**src/rtl/rl_pkg.sv**
```systemverilog
// Types and defaults shared by the RL agent blocks: the selector FSM encoding,
// the randomizer seed and the Q-value width.
package rl_pkg;

    typedef enum logic [2:0] {
        S_SEED,
        S_IDLE,
        S_SCAN,
        S_DRAIN,
        S_OUT
    } sel_state_e;

    localparam logic [15:0] DEFAULT_SEED = 16'hACE1;
    localparam int          DEFAULT_Q_W  = 16;

endpackage

```
**src/rtl/q_argmax.sv**
```systemverilog
// Running signed maximum over Q-values streamed in index order.
// Ties keep the earlier (lower) index because only a strictly greater value replaces the best.
module q_argmax
    import rl_pkg::*;
#(
    parameter int ACT_W = 2,
    parameter int Q_W   = DEFAULT_Q_W
) (
    input  logic             clk,
    input  logic             rst_n,
    input  logic             clr,
    input  logic             vld,
    input  logic [ACT_W-1:0] idx,
    input  logic [Q_W-1:0]   q_data,
    output logic [ACT_W-1:0] best_idx_next
);

    logic signed [Q_W-1:0] best_q_q, best_q_d;
    logic [ACT_W-1:0]      best_idx_q, best_idx_d;
    logic signed [Q_W-1:0] data_s;

    assign data_s        = q_data;
    assign best_idx_next = best_idx_d;

    always_comb begin
        best_q_d   = best_q_q;
        best_idx_d = best_idx_q;
        if (clr) begin
            best_q_d   = '0;
            best_idx_d = '0;
        end else if (vld && ((idx == '0) || (data_s > best_q_q))) begin
            // Index 0 seeds the search regardless of the cleared value.
            best_q_d   = data_s;
            best_idx_d = idx;
        end
    end

    always_ff @(posedge clk or negedge rst_n) begin
        if (!rst_n) begin
            best_q_q   <= '0;
            best_idx_q <= '0;
        end else begin
            best_q_q   <= best_q_d;
            best_idx_q <= best_idx_d;
        end
    end

endmodule

```
**src/rtl/eps_greedy_selector.sv**
```systemverilog
// Epsilon-greedy action selector: scans the Q-values of the current state, then emits
// either the argmax action or a random one, chosen by comparing a captured random word to epsilon.
module eps_greedy_selector
    import rl_pkg::*;
#(
    parameter int          NUM_ACTIONS = 4,
    parameter int          ACT_W       = 2,
    parameter int          Q_W         = DEFAULT_Q_W,
    parameter logic [15:0] SEED        = DEFAULT_SEED
) (
    input  logic             clk,
    input  logic             rst_n,
    input  logic             req_valid,
    output logic             req_ready,
    input  logic [15:0]      epsilon,
    output logic             q_rd_en,
    output logic [ACT_W-1:0] q_addr,
    input  logic [Q_W-1:0]   q_data,
    input  logic [15:0]      rnd,
    output logic             rnd_start,
    output logic [15:0]      rnd_ic,
    output logic             act_valid,
    input  logic             act_ready,
    output logic [ACT_W-1:0] action,
    output logic             explored
);

    sel_state_e       state_q, state_d;
    logic             req_ready_q, req_ready_d;
    logic             q_rd_en_q, q_rd_en_d;
    logic [ACT_W-1:0] q_addr_q, q_addr_d;
    logic             rnd_start_q, rnd_start_d;
    logic             act_valid_q, act_valid_d;
    logic [ACT_W-1:0] action_q, action_d;
    logic             explored_q, explored_d;
    logic [15:0]      e_reg_q, e_reg_d;
    logic [15:0]      r_exp_q, r_exp_d;
    logic             rd_pend_q, rd_pend_d;
    logic [ACT_W-1:0] rd_idx_q, rd_idx_d;
    logic             am_clr;
    logic [ACT_W-1:0] best_idx_next;

    localparam logic [ACT_W-1:0] LAST_ADDR = ACT_W'(NUM_ACTIONS - 1);

    q_argmax #(
        .ACT_W (ACT_W),
        .Q_W   (Q_W)
    ) u_argmax (
        .clk           (clk),
        .rst_n         (rst_n),
        .clr           (am_clr),
        .vld           (rd_pend_q),
        .idx           (rd_idx_q),
        .q_data        (q_data),
        .best_idx_next (best_idx_next)
    );

    always_comb begin
        state_d     = state_q;
        req_ready_d = req_ready_q;
        q_rd_en_d   = q_rd_en_q;
        q_addr_d    = q_addr_q;
        rnd_start_d = rnd_start_q;
        act_valid_d = act_valid_q;
        action_d    = action_q;
        explored_d  = explored_q;
        e_reg_d     = e_reg_q;
        r_exp_d     = r_exp_q;
        am_clr      = 1'b0;
        // Read data returns one cycle after the strobe, so track which index is in flight.
        rd_pend_d   = q_rd_en_q;
        rd_idx_d    = q_addr_q;

        case (state_q)
            S_SEED: begin
                if (!rnd_start_q) begin
                    rnd_start_d = 1'b1;
                end else begin
                    rnd_start_d = 1'b0;
                    req_ready_d = 1'b1;
                    state_d     = S_IDLE;
                end
            end
            S_IDLE: begin
                if (req_valid && req_ready_q) begin
                    req_ready_d = 1'b0;
                    q_rd_en_d   = 1'b1;
                    q_addr_d    = '0;
                    e_reg_d     = epsilon;
                    r_exp_d     = rnd;
                    am_clr      = 1'b1;
                    state_d     = S_SCAN;
                end
            end
            S_SCAN: begin
                if (q_addr_q == LAST_ADDR) begin
                    q_rd_en_d = 1'b0;
                    q_addr_d  = '0;
                    state_d   = S_DRAIN;
                end else begin
                    q_addr_d = q_addr_q + ACT_W'(1);
                end
            end
            S_DRAIN: begin
                // best_idx_next already includes the last Q-value arriving this cycle.
                explored_d  = (r_exp_q < e_reg_q);
                action_d    = explored_d ? rnd[ACT_W-1:0] : best_idx_next;
                act_valid_d = 1'b1;
                state_d     = S_OUT;
            end
            S_OUT: begin
                if (act_ready) begin
                    act_valid_d = 1'b0;
                    req_ready_d = 1'b1;
                    state_d     = S_IDLE;
                end
            end
            default: begin
                state_d = S_SEED;
            end
        endcase
    end

    always_ff @(posedge clk or negedge rst_n) begin
        if (!rst_n) begin
            state_q     <= S_SEED;
            req_ready_q <= 1'b0;
            q_rd_en_q   <= 1'b0;
            q_addr_q    <= '0;
            rnd_start_q <= 1'b0;
            act_valid_q <= 1'b0;
            action_q    <= '0;
            explored_q  <= 1'b0;
            e_reg_q     <= '0;
            r_exp_q     <= '0;
            rd_pend_q   <= 1'b0;
            rd_idx_q    <= '0;
        end else begin
            state_q     <= state_d;
            req_ready_q <= req_ready_d;
            q_rd_en_q   <= q_rd_en_d;
            q_addr_q    <= q_addr_d;
            rnd_start_q <= rnd_start_d;
            act_valid_q <= act_valid_d;
            action_q    <= action_d;
            explored_q  <= explored_d;
            e_reg_q     <= e_reg_d;
            r_exp_q     <= r_exp_d;
            rd_pend_q   <= rd_pend_d;
            rd_idx_q    <= rd_idx_d;
        end
    end

    assign req_ready = req_ready_q;
    assign q_rd_en   = q_rd_en_q;
    assign q_addr    = q_addr_q;
    assign rnd_start = rnd_start_q;
    assign rnd_ic    = SEED;
    assign act_valid = act_valid_q;
    assign action    = action_q;
    assign explored  = explored_q;

endmodule

```
**config.mk**
```make
export PLATFORM = sky130hd
export DESIGN_NAME = eps_greedy_selector
export DESIGN_NICKNAME = d
export VERILOG_FILES = /design/src/rtl/rl_pkg.sv /design/src/rtl/q_argmax.sv /design/src/rtl/eps_greedy_selector.sv
export SDC_FILE = /design/constraint.sdc
export NUM_CORES = 1
export LEC_CHECK = 0
export ABC_AREA = 1
export BUFFER_PORTS_ARGS = -buffer_cell sky130_fd_sc_hd__buf_2
export CELL_PAD_IN_SITES_DETAIL_PLACEMENT = 0
export CELL_PAD_IN_SITES_GLOBAL_PLACEMENT = 1
export CORE_MARGIN = 1
export CORE_UTILIZATION = 44
export CTS_CLUSTER_DIAMETER = 50
export DETAILED_ROUTE_END_ITERATION = 6
export PLACE_DENSITY_LB_ADDON = 0.1
export SLEW_MARGIN = 10
export SYNTH_ARGS = -nofsm -noshare
export SYNTH_HDL_FRONTEND = slang
export SYNTH_SLANG_ARGS = --single-unit
```
**constraint.sdc**
```tcl
create_clock -name clk -period 2.8 [get_ports clk]
set_input_delay 0.28 -clock clk [delete_from_list [all_inputs] [get_ports clk]]
set_output_delay 0.28 -clock clk [all_outputs]
set_load 0.03 [all_outputs]
```
==> metrics.csv, run 1 <==
metric;value;unit
status;finished, violations left;
violations;negative hold slack;
port_buffers;60;
path_common_cell;nand2_1;
vias_per_cell;4.672;
routed_wl;6614;µm
fp.dieW;92.94;µm
drtPass1Iterations;4;
yosys.area_share.simple;21.18;%
cp_cell_sequence;inv_1 -> ha_1 -> a21oi_1 -> o21ai_1 -> a21oi_1 -> nand2_1 -> nand2_1 -> nand2_1 -> nand2_2 -> nand2_4 -> nand2_4 -> nand2_8 -> nand3_1 -> o21ai_2;
setup_tns;0;ns
crit_start;u_argmax.best_q_q[15]$_DFFE_PN0P_;
rsz0062_at_grt;no;
tritoncts;built;
combPwrFrac;47.5;%
diodes;0;
slew_headroom;38.97;%
areaGrowthSynthToFinish;14.03;%
syn_area;0.003638;mm²
fin_skew;0.006925;ns
slowest_stage;dfrtp_1;
reg2reg_slack;0.65;ns
worst_skew_pair.late_latency;0.34;ns
hpwl;4877;µm
drc;0;
postCtsSetupRepairBufs;0;
ant_nets;0;
yosysWarnings;0;
cp-end-kind;register;
grt_start_max_net_pins;50;
synth_xor_area_share;0.2407;%
worstHoldPathType;in -> async;
initial_core_util;46.36;%
cts_resized;0;
grtUsageTotal;17.67;%
period_share;76.66;%
dieArea;0.008637;mm²
arrival;2.37;ns
wire_per_inst;11.54;µm
final_common_cell;nand2_1;
crit_required;3.03;ns
clk_path_buf_depth;2;
synth_top_family_by_area;simple AND/OR/NAND/NOR gates;
ys_seq_area_share;44.70;%
antenna_found_initial;0;
drive_gt1_share;25.48;%
hold_buffers;0;
die_y;92.94;µm
row_count;32;
final_hold_viol_count;31;
wl_met2;2857;µm
core-area;0.007848;mm²
nNetsFinal;550;
swShare;41.90;%
final_util;52.87;%
leakage;2.206;nW
cp_top_family;simple AND/OR/NAND/NOR gates;
cts_inserted_buffers;9;
synth_compound_gate_area_share;10.80;%
route.met3.wl;330;µm
p_per_area;1123;mW/mm²
tightest_slew;0.9142;ns
vias;2677;
clock_power_share;18.8;%
ir_drop;0.6399;mV
clkSlewWorstSetupHoldPaths;0.07;ns
worstSetupPathType;reg -> reg;
grt_overflow_total;0;
regToRegStartpoint;u_argmax.best_q_q[15]$_DFFE_PN0P_;
grt_pass1_vias;2659;
p_int;2.706;mW
wirelength_met1;3330;µm
postSynthCellCount;406;
synth_fa_ha_area_share;11.00;%
grt_pass1_wl;11760;µm
p_seq_share;33.7;%
drv_slew;0;
synth-seq-cells;65;
gp_congestion;0.7564;
clockRootBuffer;clkbuf_8;
layout_common_cells;nand2_1 (99), dfrtp_1 (65), buf_2 (60);
synth_mux_area_share;0;%
start_kind;register;
path_max_fanout;32;
finalSetupViolCount;0;
slowest_delay;0.37;ns
finalPower;4.657;mW
maxCapViolCount;0;
highest_layer;met4;
dr.first_iter.drc_count;51;
fmax;0.4659;GHz
netlist-cell-type-count;31;
finalCriticalPeriod;2.146;ns
syn_avg_cell_area;8.962;µm²
switchingPower;1.951;mW
hold_ws;-0.01682;ns
worstPathBufferInverterCount;1;
cts_max_level;3;
ios;77;
clkSinkCount;65;
==> sequential cells by signal (all words and copies together) (netlist names), 2 cells and up <==
signal and cells:
action 2, e_reg_q 16, q_addr 2, r_exp_q 16, rd_idx_q 2, state_q 3, u_argmax.best_idx_q 2, u_argmax.best_q_q 16
==> cell type report <==
class | instances | area [µm²]
Clock inverter | 5 | 78.83
Sequential cell | 65 | 1627
Inverter | 57 | 214.0
Multi-Input combinational cell | 270 | 1638
Clock buffer | 11 | 141.4
Tap cell | 102 | 127.6
Fill cell | 778 | 3699
Timing Repair Buffer | 63 | 322.8
==> power groups by stage <==
stage | combinational, mW | sequential [mW] | clock, mW
after floorplan | 1.81 | 1.66 | 0
after global placement | 2.20 | 1.58 | 0
after detailed placement | 2.24 | 1.59 | 0
after CTS | 2.26 | 1.57 | 0.897
after global routing | 2.58 | 1.62 | 0.941
final | 2.21 | 1.57 | 0.875
==> layer usage <==
metal,up-vias,track usage [%]
met5,-,0
met4,0,7.308
met3,10,5.337
met2,51,27.02
met1,1214,23.23
li1,1402,-
==> final timing paths <==
| kind | endpoint | cells after the start |
|---|---|---|
| setup / recovery | u_argmax.best_q_q[2]$_DFFE_PN0P_ | 14 |
| hold reg to reg | rd_pend_q$_DFF_PN0_ | 0 |
| setup reg to reg | u_argmax.best_q_q[2]$_DFFE_PN0P_ | 14 |
| min in group clk | r_exp_q[7]$_DFFE_PN0P_ | 3 |
| max in group asynchronous | u_argmax.best_q_q[0]$_DFFE_PN0P_ | 2 |
| hold / removal | e_reg_q[14]$_DFFE_PN0P_ | 1 |
==> stage by stage <==
stage / setup WS [ns] / std cells / cell area [µm²]
CTS: 0.6445 / 573 / 4149
floorplan: 0.9674 / 420 / 3691
global route: 0.4359 / 573 / 4149
finish: 0.6535 / 573 / 4149
global placement: 0.7117 / 557 / 3929
detailed placement: 0.6650 / 557 / 3929
==> worst reg2reg max path: stages (launching register included) <==
cell,delay [ns]
dfrtp_1,0.37
inv_1,0.09
ha_1,0.28
a21oi_1,0.16
o21ai_1,0.09
a21oi_1,0.17
nand2_1,0.08
nand2_1,0.05
nand2_1,0.06
nand2_2,0.08
nand2_4,0.07
nand2_4,0.10
nand2_8,0.19
nand3_1,0.18
o21ai_2,0.07
==> logic make-up (layout without fill, tap and decap cells) <==
kind of cell	after synthesis	after routing
fa+ha+maj	32	32
other cells	2	16
buf+inv	85	136
flops	65	65
simple gates	158	158
xor+xnor	1	1
compound gates	63	63
==> synth_stat cells <==
cell type / instances / area (µm²)
nand2_1: 99 / 371.6
dfrtp_1: 65 / 1627
inv_1: 52 / 195.2
ha_1: 32 / 400.4
o21ai_1: 25 / 125.1
a21oi_1: 17 / 85.08
buf_4: 16 / 120.1
o21ai_2: 15 / 131.4
nand3_1: 13 / 65.06
nand3_2: 13 / 130.1
nor2_1: 10 / 37.54
nand4_1: 7 / 43.79
nor3_1: 6 / 30.03
inv_2: 5 / 18.77
buf_2: 4 / 20.02
clkbuf_1: 4 / 15.01
buf_12: 2 / 40.04
buf_6: 2 / 22.52
conb_1: 2 / 7.510
nand2_2: 2 / 12.51
nand2_4: 2 / 22.52
nand3b_1: 2 / 15.01
o21ai_0: 2 / 10.01
o22ai_2: 2 / 25.02
a21o_1: 1 / 7.510
a22o_1: 1 / 8.760
nand2_8: 1 / 20.02
nor2_2: 1 / 6.260
nor3_2: 1 / 10.01
or2_1: 1 / 6.260
xnor2_1: 1 / 8.760
No activity file was read; power rests on OpenSTA's default activity.
==> inputs of run 2 (changes only) <==
--- a/config.mk
+++ b/config.mk
@@ -10,7 +10,7 @@
 export CELL_PAD_IN_SITES_DETAIL_PLACEMENT = 0
 export CELL_PAD_IN_SITES_GLOBAL_PLACEMENT = 1
 export CORE_MARGIN = 1
-export CORE_UTILIZATION = 44
+export CORE_UTILIZATION = 37
 export CTS_CLUSTER_DIAMETER = 50
 export DETAILED_ROUTE_END_ITERATION = 6
 export PLACE_DENSITY_LB_ADDON = 0.1
==> constraint.sdc (replaced) <==
create_clock -name clk -period 1.8 [get_ports clk]
set_input_delay 0.18 -clock clk [delete_from_list [all_inputs] [get_ports clk]]
set_output_delay 0.18 -clock clk [all_outputs]
set_load 0.03 [all_outputs]
==> run 2 against run 1 <==
Net effect:
- the flow finishes with violations (negative setup slack)
- setup slack worse by 0.78 ns
- design area is 15% higher
- non-clock buffer count is 45 higher
- clock skew is 0.0010 ns lower
- utilization decreased by 1.9 points
- flip-flop and latch count is the same
- die area rose by 18%
- first-iteration DRC count rose by 67%
- register-to-register slack got worse by 0.78 ns
- worst hold slack better by 0.053 ns
- count of clock-buffer cells in the layout unchanged
- final cell count grew 13%
==> metrics.csv, run 2 (synthesized netlist as in run 1, its figures left out) <==
metric;value;unit;change
drv_slew;0;;unchanged
hpwl;5238;µm;+7.4%
port_buffers;60;;unchanged
cp-end-kind;register;;
layout_common_cells;nand2_1 (94), dfrtp_1 (65), buf_2 (60);;
row_count;35;;+9.4%
reg_top3;e_reg_q (16), r_exp_q (16), u_argmax.best_q_q (16);;
worstHoldPathType;in -> reg;;
grt_start_max_net_pins;66;;+32%
finalCriticalPeriod;1.924;ns;-0.2229 ns
clk_path_buf_depth;2;;unchanged
grt_pass1_wl;13570;µm;+15%
antenna_found_initial;0;;unchanged
cts_inserted_buffers;9;;unchanged
violations;negative setup slack;;
dieArea;0.01023;mm²;+18%
grt_overflow_total;0;;unchanged
fmax;0.5199;GHz;+12%
status;finished, violations left;;
routed_wl;8028;µm;+21%
p_per_area;1723;mW/mm²;+54%
vias;2883;;+7.7%
setup_tns;-1.601;ns;-1.601 ns
clkSinkCount;65;;unchanged
gp_congestion;0.7770;;+2.7%
die_y;101.2;µm;+8.9%
seq_area;0.001627;mm²;unchanged
wire_per_inst;12.41;µm;+7.5%
grt_pass1_vias;2872;;+8.0%
final_common_cell;nand2_1;;
rsz0062_at_grt;yes;;
vias_per_cell;4.456;;-4.6%
multiInputGateArea;0.001888;mm²;+15%
core-area;0.009371;mm²;+19%
fin_skew;0.005916;ns;-0.001010 ns
worstSetupPathType;reg -> reg;;
final_hold_viol_count;0;;-100%
worst_skew_pair.late_latency;0.34;ns;about the same
diodes;0;;unchanged
initial_core_util;38.83;%;-7.5 points
clkSlewWorstSetupHoldPaths;0.07;ns;about the same
areaGrowthSynthToFinish;31.36;%;
dp_slack;-0.1602;ns;-0.8252 ns
finalSetupViolCount;20;;+20
clockRootBuffer;clkbuf_8;;
crit_required;2.02;ns;-1.01 ns
arrival;2.14;ns;-0.23 ns
drive_gt1_share;38.61;%;+13 points
leakage;2.440;nW;+11%
drc;0;;unchanged
fillers;949;;+22%
nNetsFinal;598;;+8.7%
tritoncts;built;;
ant_nets;0;;unchanged
ir_drop;0.9611;mV;+50%
dr.first_iter.drc_count;85;;+67%
ios;77;;unchanged
final.setup.worst_slack;-0.1235;ns;-0.7771 ns
grtUsageTotal;17.34;%;-0.33 points
finalPower;8.236;mW;+77%
drtPass1Iterations;4;;unchanged
start_kind;register;;
cts_max_level;3;;unchanged
maxCapViolCount;0;;unchanged
path_max_fanout;8;;-75%
fp.dieW;101.2;µm;+8.9%
period_share;106.9;%;+30 points
==> run 2: cell types whose count changed in the layout (fill, tap and decap cells not counted), sizes merged <==
| cell | change |
|---|---|
| clkinvlp | +2 |
| clkinv | -2 |
| nand2 | +3 |
| dlygate4sd3 | +1 |
| bufinv | -2 |
| buf | +44 |
| inv | +1 |
==> run 2: worst paths after layout <==
kind,start,end,slack [ns],cells past startpoint
hold reg to reg,q_rd_en$_DFFE_PN0P_,rd_pend_q$_DFF_PN0_,0.42,0
hold / removal,rnd[7],r_exp_q[7]$_DFFE_PN0P_,0.04,3
max in group asynchronous,rst_n,u_argmax.best_q_q[11]$_DFFE_PN0P_,1.11,3
min in group asynchronous,rst_n,u_argmax.best_q_q[6]$_DFFE_PN0P_,0.39,3
setup reg to reg,u_argmax.best_q_q[15]$_DFFE_PN0P_,u_argmax.best_idx_q[0]$_DFF_PN0_,-0.12,14
setup / recovery,u_argmax.best_q_q[15]$_DFFE_PN0P_,u_argmax.best_idx_q[0]$_DFF_PN0_,-0.12,14
==> run 2: cell type report <==
cell class | instances | share of cell area, %
multi-input cells | 273 | 39.50
flip-flops and latches | 65 | 34.03
clock buffers | 11 | 2.958
inverters | 57 | 4.529
well taps | 129 | 3.377
repair buffers | 108 | 15.00
clock inverters | 4 | 0.6021
==> run 2: power by group <==
group | internal [mW] | switching, mW
clock network | 0.533 | 0.587
logic | 2.00 | 2.65
registers | 2.15 | 0.321
==> run 2: metrics by stage <==
| step | area [µm²] | hold slack, ns | utilization (%) | cells |
|---|---|---|---|---|
| after floorplan | 3707 | -0.1156 | - | 420 |
| after global placement | 4297 | 0.2351 | 45.85 | 623 |
| after detailed placement | 4297 | 0.2338 | 45.85 | 623 |
| after CTS | 4677 | 0.01325 | 49.91 | 642 |
| after global routing | 4780 | 0.02881 | 51.00 | 647 |
| final | 4780 | 0.03608 | 51.00 | 647 |
==> run 2: repair_timing <==
| action | 4_1_cts | 5_1_grt |
|---|---|---|
| hold endpoints to repair | 65 | 0 |
| pin swaps | 7 | 4 |
| buffers inserted | 0 | 5 |
| setup endpoints to repair | 20 | 25 |
| gates resized for setup | 28 | 10 |
| hold buffers | 1 | 0 |
| gates cloned | 3 | 0 |
==> run 2: critical path, cell delays in order, from the launching register on <==
cell,delay (ns)
dfrtp_1,0.35
inv_2,0.05
ha_4,0.28
nand2_4,0.06
nor3_2,0.22
nand2_2,0.09
nand2_1,0.06
nand2_1,0.04
nand2_1,0.06
nand2_2,0.06
nand2_4,0.09
nand2_8,0.09
buf_12,0.15
nand2_8,0.10
o22ai_2,0.09
==> run 2: routing by layer <==
| metal | vias to the layer above | track usage (%) | wire length (µm) |
|---|---|---|---|
| li1 | 1503 | - | - |
| met1 | 1314 | 21.87 | 3833 |
| met2 | 59 | 29.15 | 3782 |
| met3 | 7 | 4.348 | 323 |
| met4 | 0 | 5.686 | 89 |
| met5 | - | 0 | 0 |
==> inputs of run 3 (changes only) <==
--- a/config.mk
+++ b/config.mk
@@ -14,6 +14,7 @@
 export CTS_CLUSTER_DIAMETER = 50
 export DETAILED_ROUTE_END_ITERATION = 6
 export PLACE_DENSITY_LB_ADDON = 0.1
+export RECOVER_POWER = 100
 export SLEW_MARGIN = 10
 export SYNTH_ARGS = -nofsm -noshare
 export SYNTH_HDL_FRONTEND = slang
==> run 3 against run 2 <==
Net effect:
- the flow still finishes with violations (negative setup slack)
- via count decreased by 0.31%
- maximum frequency decreased by 0.16%
- count of clock-buffer cells in the layout unchanged
- final cell count unchanged
- setup slack got worse by 0.0030 ns
- combinational power decreased by 1%
- total power decreased by 0.59%
- clock power about the same
- sequential power about the same
- largest power group unchanged
==> metrics.csv, run 3 (synthesized netlist as in run 1, its figures left out) <==
metric;value;unit;change
drive_gt1_share;36.68;%;-1.9 points
areaGrowthSynthToFinish;30.43;%;
worst_skew_pair.late_latency;0.34;ns;about the same
slew_headroom;38.53;%;
tightest_slew;0.9220;ns;
grtUsageTotal;17.34;%;unchanged
slowest_stage;dfrtp_1;;
initial_core_util;38.83;%;unchanged
crit_required;2.02;ns;about the same
rsz0062_at_grt;yes;;
vias;2874;;-0.31%
grt_overflow_total;0;;unchanged
grt_pass1_vias;2872;;unchanged
grt_pass1_wl;13570;µm;unchanged
antenna_found_initial;0;;unchanged
grt_start_max_net_pins;66;;unchanged
cts_inserted_buffers;9;;unchanged
start_kind;register;;
vias_per_cell;4.442;;-0.31%
gp_congestion;0.7770;;unchanged
clock_power_share;13.7;%;about the same
finalCriticalPeriod;1.927;ns;+0.003005 ns
status;finished, violations left;;
switchingPower;3.549;mW;-0.23%
diodes;0;;unchanged
final_hold_viol_count;0;;unchanged
ir_drop;0.9501;mV;-1.1%
port_buffers;60;;unchanged
path_max_fanout;8;;unchanged
dp_slack;-0.1602;ns;unchanged
endpoint;u_argmax.best_idx_q[0]$_DFF_PN0_;;
ant_nets;0;;unchanged
p_per_area;1725;mW/mm²;+0.12%
arrival;2.15;ns;about the same
final_common_cell;nand2_1;;
final.setup.worst_slack;-0.1265;ns;-0.003005 ns
p_int;4.639;mW;-0.86%
fin_skew;0.005840;ns;-0.00007602 ns
slowest_delay;0.35;ns;about the same
fp.dieW;101.2;µm;unchanged
layout_common_cells;nand2_1 (94), dfrtp_1 (65), buf_2 (51);;
routed_wl;8010;µm;-0.22%
core-area;0.009371;mm²;unchanged
cp_top_family;simple AND/OR/NAND/NOR gates;;
ios;77;;unchanged
clkSinkCount;65;;unchanged
reg_top3;e_reg_q (16), r_exp_q (16), u_argmax.best_q_q (16);;
worst-path-stages;14;;unchanged
cts_max_level;3;;unchanged
clkSlewWorstSetupHoldPaths;0.07;ns;about the same
worstSetupPathType;reg -> reg;;
worstHoldPathType;in -> reg;;
leakage;2.409;nW;-1.3%
cp-end-kind;register;;
clockRootBuffer;clkbuf_8;;
nNetsFinal;598;;unchanged
regToRegStartpoint;u_argmax.best_q_q[15]$_DFFE_PN0P_;;
row_count;35;;unchanged
clk_path_buf_depth;2;;unchanged
dr.first_iter.drc_count;85;;unchanged
fmax;0.5191;GHz;-0.16%
dieArea;0.01023;mm²;unchanged
path_common_cell;nand2_1;;
combPwrFrac;56.1;%;-0.3 points
drc;0;;unchanged
violations;negative setup slack;;
finalSetupViolCount;20;;unchanged
crit_start;u_argmax.best_q_q[15]$_DFFE_PN0P_;;
die_y;101.2;µm;unchanged
maxCapViolCount;0;;unchanged
tritoncts;built;;
r2r_end;u_argmax.best_idx_q[0]$_DFF_PN0_;;
ff2ff_path_depth;14;;unchanged
drtPass1Iterations;4;;unchanged
worstPathBufferInverterCount;2;;unchanged
period_share;107.0;%;+0.17 points
drv_slew;0;;unchanged
swShare;43.34;%;+0.15 points
p_seq_share;30.2;%;+0.2 points
cp_cell_sequence;inv_2 -> ha_4 -> nand2_4 -> nor3_2 -> nand2_2 -> nand2_1 -> nand2_1 -> nand2_1 -> nand2_2 -> nand2_4 -> nand2_8 -> buf_12 -> nand2_8 -> o22ai_2;;
setup_tns;-1.642;ns;-0.04102 ns
wire_per_inst;12.38;µm;-0.22%
reg2reg_slack;-0.13;ns;about the same
hpwl;5238;µm;unchanged
run 3: changes by cell type in the layout (fill, tap and decap cells not counted), sizes merged:
cell	previous run	this run
buf	107	96
clkbuf	11	22
run 3: final cells by class:
class	count	area (µm²)
clock inverters	4	28.78
well taps	129	161.4
fillers	948	4626
inverters	57	216.5
repair buffers	108	690.7
multi-input cells	273	1881
flip-flops and latches	65	1627
clock buffers	11	141.4
run 3: power by group through the flow:
stage / combinational (mW) / sequential [mW] / clock (mW)
after floorplan: 2.83 / 2.59 / 0
after global placement: 3.91 / 2.47 / 0
after detailed placement: 3.98 / 2.48 / 0
after CTS: 4.44 / 2.48 / 1.18
after global routing: 5.22 / 2.56 / 1.22
final: 4.59 / 2.47 / 1.12
run 3: worst min path at each step:
stage / slack, ns / depth (start not counted) / start / end
after floorplan: -0.12 / 0 / rst_n / act_valid$_DFFE_PN0P_
after global placement: 0.24 / 2 / rst_n / r_exp_q[14]$_DFFE_PN0P_
after detailed placement: 0.23 / 2 / rst_n / e_reg_q[13]$_DFFE_PN0P_
after CTS: 0.01 / 3 / rnd[4] / r_exp_q[4]$_DFFE_PN0P_
after global routing: 0.03 / 3 / rnd[5] / r_exp_q[5]$_DFFE_PN0P_
final: 0.04 / 3 / rnd[7] / r_exp_q[7]$_DFFE_PN0P_
run 3: tightest hold or removal path, cell delays in order:
cell and delay (ns):
buf_2 0.07, nand2_1 0.04, nand2_1 0.05
run 3: timing repair:
action	4_1_cts	5_1_grt
setup buffers	0	5
hold buffers	1	0
endpoints found under the setup margin	20	25
resized for setup	28	10
hold endpoints to repair	65	0
pin swaps	7	4
gates cloned	3	0
run 3: routing by layer:
| metal | GRT usage, % | up-vias | share of wire (%) |
|---|---|---|---|
| li1 | - | 1499 | - |
| met1 | 21.87 | 1312 | 48 |
| met2 | 29.15 | 56 | 47 |
| met3 | 4.348 | 7 | 3.8 |
| met4 | 5.686 | 0 | 1.1 |
| met5 | 0 | - | 0 |
run 3: metrics by stage:
stage               area, µm²  cells  utilization (%)  hold slack [ns]  power (mW)
floorplan                3707    420                -          -0.1156       5.425
global placement         4297    623            45.85           0.2351       6.382
detailed placement       4297    623            45.85           0.2338       6.458
CTS                      4677    642            49.91          0.01325       8.095
global route             4746    647            50.64          0.02881       8.992
finish                   4746    647            50.64          0.03586       8.188
